File: config.mk
export PLATFORM = sky130hd
export DESIGN_NAME = score_timer_bcd
export DESIGN_NICKNAME = d
export VERILOG_FILES = /design/src/rtl/score_timer_bcd.sv
export SDC_FILE = /design/constraint.sdc
export NUM_CORES = 1
export LEC_CHECK = 0
export ABC_AREA = 1
export CAP_MARGIN = 10
export CORE_UTILIZATION = 40
export CTS_CLUSTER_SIZE = 10
export DETAILED_ROUTE_END_ITERATION = 12
export PLACE_DENSITY_LB_ADDON = 0.12
export RECOVER_POWER = 50
export SYNTH_ARGS = -nofsm -noshare
export SYNTH_HDL_FRONTEND = slang
export SYNTH_SLANG_ARGS = --single-unit
File: constraint.sdc
create_clock -name clk -period 4.7 [get_ports clk]
set_clock_uncertainty 0.05 [all_clocks]
set_input_delay 1.41 -clock clk [delete_from_list [all_inputs] [get_ports clk]]
set_output_delay 1.41 -clock clk [all_outputs]
set_load 0.01 [all_outputs]
File: src/rtl/score_timer_bcd.sv
// Game-state digit source: 4-digit BCD score, BCD MM:SS countdown timer,
// and an IDLE/RUN/OVER state machine. All outputs are registered and show the
// values committed at the previous edge, selected by sel.
module score_timer_bcd #(
  parameter logic [3:0] START_MT = 4'd0,
  parameter logic [3:0] START_MO = 4'd1,
  parameter logic [3:0] START_ST = 4'd0,
  parameter logic [3:0] START_SO = 4'd0,
  parameter logic [3:0] WARN_ST  = 4'd1
) (
  input  logic       clk,
  input  logic       rst_n,
  input  logic       start,
  input  logic       hit,
  input  logic       tick_1hz,
  input  logic       sel,
  output logic [3:0] digit_1,
  output logic [3:0] digit_2,
  output logic [3:0] digit_3,
  output logic [3:0] digit_4,
  output logic       blink,
  output logic       running,
  output logic       game_over
);

  typedef enum logic [1:0] {S_IDLE, S_RUN, S_OVER} state_t;

  // Timer packing: [15:12] minutes tens, [11:8] minutes ones,
  // [7:4] seconds tens, [3:0] seconds ones. Score packs thousands..ones.
  localparam logic [15:0] RELOAD = {START_MT, START_MO, START_ST, START_SO};

  state_t      state_q, state_d;
  logic [15:0] score_q, score_d;
  logic [15:0] timer_q, timer_d;
  logic [15:0] digits_q, digits_d;
  logic        blink_q, blink_d;
  logic        running_q, running_d;
  logic        game_over_q, game_over_d;

  // BCD increment with ripple carry; 9999 saturates.
  function automatic logic [15:0] bcd_inc_sat(input logic [15:0] v);
    logic [15:0] r;
    logic        carry;
    r     = v;
    carry = 1'b1;
    if (v != 16'h9999) begin
      for (int i = 0; i < 4; i++) begin
        if (carry) begin
          if (r[4*i +: 4] == 4'd9) begin
            r[4*i +: 4] = 4'd0;
          end else begin
            r[4*i +: 4] = r[4*i +: 4] + 4'd1;
            carry       = 1'b0;
          end
        end
      end
    end
    return r;
  endfunction

  // MM:SS decrement; seconds-tens wraps to 5, every other digit to 9.
  function automatic logic [15:0] time_dec(input logic [15:0] v);
    logic [15:0] r;
    logic        borrow;
    logic [3:0]  lim;
    r      = v;
    borrow = 1'b1;
    for (int i = 0; i < 4; i++) begin
      lim = (i == 1) ? 4'd5 : 4'd9;
      if (borrow) begin
        if (r[4*i +: 4] == 4'd0) begin
          r[4*i +: 4] = lim;
        end else begin
          r[4*i +: 4] = r[4*i +: 4] - 4'd1;
          borrow      = 1'b0;
        end
      end
    end
    return r;
  endfunction

  // Next-state, counter and output-register computation.
  always_comb begin
    state_d = state_q;
    score_d = score_q;
    timer_d = timer_q;
    if (start) begin
      // start wins over any same-cycle hit/tick, in every state
      state_d = S_RUN;
      score_d = 16'h0000;
      timer_d = RELOAD;
    end else if (state_q == S_RUN) begin
      if (hit) score_d = bcd_inc_sat(score_q);
      if (tick_1hz) begin
        timer_d = time_dec(timer_q);
        if (timer_d == 16'h0000) state_d = S_OVER;
      end
    end

    // Outputs decode the committed (pre-edge) values, hence one clk latency
    digits_d    = sel ? timer_q : score_q;
    blink_d     = (state_q == S_OVER) ||
                  ((state_q == S_RUN) && (timer_q[15:8] == 8'h00) &&
                   (timer_q[7:4] < WARN_ST));
    running_d   = (state_q == S_RUN);
    game_over_d = (state_q == S_OVER);
  end

  // State, counters and output registers with asynchronous reset.
  always_ff @(posedge clk or negedge rst_n) begin
    if (!rst_n) begin
      state_q     <= S_IDLE;
      score_q     <= 16'h0000;
      timer_q     <= RELOAD;
      digits_q    <= 16'h0000;
      blink_q     <= 1'b0;
      running_q   <= 1'b0;
      game_over_q <= 1'b0;
    end else begin
      state_q     <= state_d;
      score_q     <= score_d;
      timer_q     <= timer_d;
      digits_q    <= digits_d;
      blink_q     <= blink_d;
      running_q   <= running_d;
      game_over_q <= game_over_d;
    end
  end

  assign digit_1   = digits_q[15:12];
  assign digit_2   = digits_q[11:8];
  assign digit_3   = digits_q[7:4];
  assign digit_4   = digits_q[3:0];
  assign blink     = blink_q;
  assign running   = running_q;
  assign game_over = game_over_q;

endmodule

==> results of run 1 <==
==> cell families after synthesis <==
| logic type | count (synthesis) | synth area share |
|---|---|---|
| xor gates and xnor gates | 4 | 0.0159 |
| DFF | 53 | 0.497 |
| AOI/OAI and AO/OA | 60 | 0.124 |
| and+or+nand+nor | 140 | 0.247 |
| buffers and inverters | 54 | 0.0788 |
| adders and majority gates | 8 | 0.0375 |
==> worst max-delay path by stage <==
stage                                         end  slack, ns  cells past startpoint
after floorplan           score_q[12]$_DFFE_PN0P_       2.34                      9
after global placement    score_q[12]$_DFFE_PN0P_       1.45                      8
after detailed placement  score_q[12]$_DFFE_PN0P_       1.37                      8
after CTS                 score_q[12]$_DFFE_PN0P_       1.70                      8
after global routing       state_q[0]$_DFFE_PN0P_       0.80                      2
final                       digits_q[2]$_DFF_PN0_       1.35                      2
==> layer usage <==
layer,vias to the layer above,global-route usage
met1,991,0.235
met3,2,0.0376
li1,1081,-
met4,0,0.0508
met2,43,0.279
met5,-,0
==> registers in the layout, summed over array words and instances (netlist names) <==
name / count
score_q: 16
blink: 1
state_q: 2
digits_q: 16
game_over: 1
timer_q: 16
running: 1
==> cell usage in the layout, fill, tap and decap left out <==
| cell | instances |
|---|---|
| ha_1 | 8 |
| nor2_1 | 29 |
| a21oi_1 | 11 |
| nand4_1 | 7 |
| clkbuf_1 | 3 |
| nand3_2 | 1 |
| nor2_2 | 1 |
| nor3_1 | 7 |
| dfstp_1 | 1 |
| o211ai_1 | 1 |
| xor2_1 | 3 |
| dfrtp_1 | 52 |
| clkdlybuf4s50_1 | 20 |
| or2_2 | 2 |
| clkinv_2 | 2 |
| dlygate4sd3_1 | 3 |
| nor2_8 | 1 |
| o311ai_0 | 1 |
| a31o_2 | 2 |
| nand2_2 | 2 |
| o32ai_1 | 1 |
| inv_1 | 48 |
| o21ai_0 | 34 |
| clkbuf_8 | 5 |
| nand3_1 | 14 |
| o22ai_1 | 10 |
| nor2_4 | 3 |
| xor2_2 | 1 |
| nand2_4 | 2 |
| nor3_2 | 1 |
| nand2_1 | 70 |
==> power by group through the flow <==
stage | sequential [mW] | clock, mW | combinational (mW)
final | 0.647 | 0.248 | 0.607
after global routing | 0.662 | 0.284 | 0.671
after CTS | 0.651 | 0.261 | 0.614
after detailed placement | 0.659 | 0 | 0.610
after global placement | 0.658 | 0 | 0.615
after floorplan | 0.650 | 0 | 0.429
==> area by class of cell <==
type,count,share of cell area
flip-flops and latches,53,0.436
multi-input cells,212,0.368
repair buffers,25,0.0781
inverters,48,0.0592
well taps,77,0.0316
clock buffers,6,0.0238
clock inverters,2,0.00329
==> metrics, run 1 <==
Tot Pwr=~1.5 mW; area of the multi-input gates=around 1100 µm²; Num CTS Buffers=5; WL met1=2.80 mm; CP dominant cell by count=clkbuf_1; routability cong.=roughly 0.87; Hold Path Depth=1; Placed Cells=415; Util after Layout=0.477; Fin. Hold Viols=0; crit path launch type=input port; core area=6390 µm²; drt first pass iters=4; worst IR drop on VDD=approximately 0.00023 V; Crit. End Element=asynchronous set/reset pin; Slew @ Worst Pin=~1.9 ns; Finish-stage setup viols=0; max incr delay on CP=1.32 ns; largest net degree at the start of global routing=36; ranking of synthesized cells by area=dfrtp_1 49%, nand2_1 9.7%, inv_1 6.8%; flop2flop setup slack=between 2 and 3 ns; asr flop ratio synth=1.00; synthesis-stage register bit count=53; min-delay worst type=flop to flop; Rel. slew slack=-0.247; clock sinks=53; failing checks=capacitance limit, slew limit; Logic pwr share=0.404; P_leak=1.45 nW; synth cell count leaders=69 x nand2_1, 52 x dfrtp_1, 48 x inv_1; CP Class=input port to asynchronous set/reset pin; met2 routed WL=2.76 mm; H-tree levels=2; Met3 Routed Length=205 µm; clock slew at reported path FFs=approximately 0.09 ns; RSZ-0062 raised after global routing=no; final wirelength=5.80 mm; CTS max path bufs=2; Detail Placement HPWL=4.28 mm; top cell type by total area after synthesis=dfrtp_1; max-slew violations=36; area of placed instances=2980 µm²; syn nets=333; first-pass GRT wire length=about 9.5 mm; Initial Utilization=0.418; Post-CTS Setup Bufs=0; via count=2117; I/O Buffers=24; Clk network pwr share=0.165; WP data arrival=around 3.6 ns; Post-route DRC=0; io pins=25; clock root buffer=clkbuf_8; mean area per synthesized cell=8.37 µm²; cell area after synthesis=2670 µm²; die footprint=between 7000 and 8000 µm²; setup slack after placement=1.37 ns; R2R depth=13; hold_ws=~0.44 ns; Die X=83.7 µm; Synth top area share=0.488; most numerous cell in the Yosys netlist=nand2_1; FP Rows=29; ant diodes=0; worst r2r dst=score_q[4]$_DFFE_PN0P_; pwr dens=493 nW/µm²; setup ws final=between 1 and 1.5 ns; ys flop type=dfrtp_1; HP Start=state_q[1]$_DFFE_PN0P_; clk_lat worst skew=0.30 ns; Mapped Cells=between 300 and 400; P&R area growth vs syn=14.1%; sequential share of power=0.431; sequential fraction of the synthesis area=0.497; number of buffers inserted by hold repair at cts=0; Final ANT Viol Nets=0; post-layout instance area=approximately 3000 µm²; GRT overflow=0; Max FO, Critical Path=35; number of maximum-capacitance violations=1; Worst Path Required=4.93 ns; post-CTS sizing=0; Initial DRC Count=90; Post-synth EDFFs=0; Final period util=0.713; post-route setup TNS=0 ns; CTS tree=built; Worst Setup SP=rst_n; Filler cells=623; vias in the first global route=1957; Global Route Usage Sum=0.174; YS warnings=0; status=finished, violations left; Reg-to-Reg Start=score_q[1]$_DFFE_PN0P_; vias per cell=5.00; antenna violations before repair=0; share of cells above drive strength 1=0.0665; P_int=0.897 mW; non-filler cells, final=between 400 and 500; post-synthesis cell type count=28; WHS Endpoint=running$_DFF_PN0_; WP buf/inv=2; WL per Instance=around 14 µm; Net Sw Frac=0.403; Register Area=1330 µm²; nets=~360; min Tclk post-route=3.35 ns; net switching power=0.604 mW; cell chain of the critical path=clkbuf_1 -> clkbuf_1; vertical die dimension=83.7 µm; max layer used=met4; critical path's slowest cell=clkbuf_1; cell family with most CP delay=buffers and inverters; Fmax=between 200 and 300 MHz
No activity file was read; power rests on OpenSTA's default activity.
==> inputs of run 2 (changes only) <==
- clock period: 4.7 -> 3.1 ns (I/O delays scaled with it)
==> run 2 against run 1 <==
The flow now finishes without violations. First-iteration DRC count up 110%. Register-to-register slack worse by 1.6 ns. Power up 60%. Flip-flop and latch count unchanged. Sequential share of layout area down 0.69 points. Non-clock buffer count up 3. Critical path type is now input port to flop. Via count up 2.9%. Critical path depth up 1. Count of clock-buffer cells in the layout up 1. Routed wire length up 2.9%.
==> metrics, run 2 (synthesis results as in run 1) <==
status=finished, final reports clean; clk_lat worst skew=around 0.3 ns; drt first pass iters=4; P&R area growth vs syn=15.9%; sequential share of power=0.408; min-delay worst type=flop to flop; Die X=83.7 µm; final wirelength=5.97 mm; CTS tree=built; worst IR drop on VDD=approximately 0.0004 V; Placed Cells=418; number of buffers inserted by hold repair at cts=0; Fin. Hold Viols=0; CTS max path bufs=2; HP Start=state_q[1]$_DFFE_PN0P_; Post-CTS Setup Bufs=0; most frequent cells in the layout=70 x nand2_1, 52 x dfrtp_1, 48 x inv_1, 34 x o21ai_0, 29 x nor2_1; Finish-stage setup viols=0; net switching power=about 0.94 mW; H-tree levels=2; Max FO, Critical Path=32; clock sinks=53; most common cell after layout, fill and taps aside=nand2_1; Net Sw Frac=0.389; Post-route DRC=0; io pins=25; RSZ-0062 raised after global routing=no; Rel. slew slack=0.235; number of maximum-capacitance violations=0; Tot Pwr=2.41 mW; P_int=1.47 mW; Num CTS Buffers=5; post-route setup TNS=0 ns; crit path launch type=input port; non-filler cells, final=426; min Tclk post-route=2.57 ns; routability cong.=just under 0.9; P_leak=1.47 nW; GRT overflow=0; biggest regs=digits_q (16), score_q (16), timer_q (16); Slew @ Worst Pin=1.15 ns; flop2flop setup slack=1.00 ns; worst r2r dst=timer_q[13]$_DFFE_PN0P_; share of cells above drive strength 1=0.0716; max incr delay on CP=0.84 ns; FP Rows=29; vias in the first global route=2041; WL per Instance=14.0 µm; WP data arrival=2.64 ns; vertical die dimension=83.7 µm; Initial DRC Count=189; CP Class=input port to flop; Global Route Usage Sum=0.181; cell chain of the critical path=dlygate4sd3_1 -> clkbuf_1 -> o21ai_0; post-CTS sizing=0; Crit. End Element=flop; vias per cell=5.11; Worst Path Required=about 3.2 ns; I/O Buffers=24; largest net degree at the start of global routing=33; via count=between 2000 and 2500; Initial Utilization=0.418; R2R depth=7; hold_ws=slightly above 0.4 ns; ant diodes=0; Logic pwr share=0.389; first-pass GRT wire length=approximately 10 mm; die footprint=7000 µm²; Hold Path Depth=1; Final period util=0.830; Detail Placement HPWL=4.41 mm; critical path's slowest cell=clkbuf_1; Clk network pwr share=0.204; nets=362; antenna violations before repair=0; pwr dens=778 nW/µm²; Final ANT Viol Nets=0; clock root buffer=clkbuf_8; Fmax=388 MHz; core area=6390 µm²; WHS Endpoint=running$_DFF_PN0_; max-slew violations=0; clock slew at reported path FFs=0.10 ns; Reg-to-Reg Start=state_q[0]$_DFFE_PN0P_
run 2: cell count changes in the layout (fill, tap and decap cells not counted), moves of 2 or more:
cell | before | now
clkdlybuf4s50_1 | 20 | 22
clkinv_2 | 2 | 0
dlygate4sd3_1 | 3 | 1
clkbuf_1 | 3 | 5
run 2: area by class of cell:
| type | count | area (µm²) |
|---|---|---|
| Inverter | 48 | 180 |
| Clock buffer | 7 | 86.3 |
| Clock inverter | 1 | 30.0 |
| Multi-Input combinational cell | 212 | 1120 |
| Tap cell | 77 | 96.3 |
| Fill cell | 645 | 3290 |
| Sequential cell | 53 | 1330 |
| Timing Repair Buffer | 28 | 253 |
run 2: stage by stage:
stage | utilization | instance area (µm²) | setup WS, ns
2_1_floorplan | - | 2670 | 1.22
3_3_place_gp | 0.470 | 3000 | 0.439
3_5_place_dp | 0.470 | 3000 | 0.384
4_1_cts | 0.488 | 3120 | 0.698
5_1_grt | 0.485 | 3090 | 0.386
6_report | 0.485 | 3090 | 0.526
run 2: worst max-delay path by stage:
| stage | start | endpoint | slack (ns) | depth (start not counted) |
|---|---|---|---|---|
| final | sel | digits_q[10]$_DFF_PN0_ | 0.53 | 3 |
| after global routing | sel | digits_q[10]$_DFF_PN0_ | 0.39 | 3 |
| after CTS | start | timer_q[13]$_DFFE_PN0P_ | 0.70 | 5 |
| after detailed placement | start | score_q[12]$_DFFE_PN0P_ | 0.38 | 8 |
| after global placement | start | score_q[12]$_DFFE_PN0P_ | 0.44 | 8 |
| after floorplan | hit | score_q[12]$_DFFE_PN0P_ | 1.22 | 9 |
run 2: worst max-delay path, delay by kind of cell:
| family | cells | cell delay (ns) |
|---|---|---|
| AO/OA/AOI/OAI | 1 | 0.34 |
| buffers and inverters | 2 | 1.36 |
run 2: layer usage:
metal | vias up | track usage | wire (µm) | part of all wire
met4 | 0 | 0.0647 | 143 | 0.024
met2 | 54 | 0.288 | 2790 | 0.47
li1 | 1088 | - | - | -
met5 | - | 0 | 0 | 0
met1 | 1023 | 0.247 | 2790 | 0.47
met3 | 13 | 0.0356 | 249 | 0.042
run 2: power groups by stage:
| stage | logic, mW | registers [mW] | clock network (mW) |
|---|---|---|---|
| floorplan | 0.651 | 0.986 | 0 |
| global placement | 0.942 | 0.996 | 0 |
| detailed placement | 0.942 | 0.998 | 0 |
| CTS | 0.947 | 0.984 | 0.508 |
| global route | 1.05 | 1.00 | 0.534 |
| finish | 0.935 | 0.981 | 0.490 |
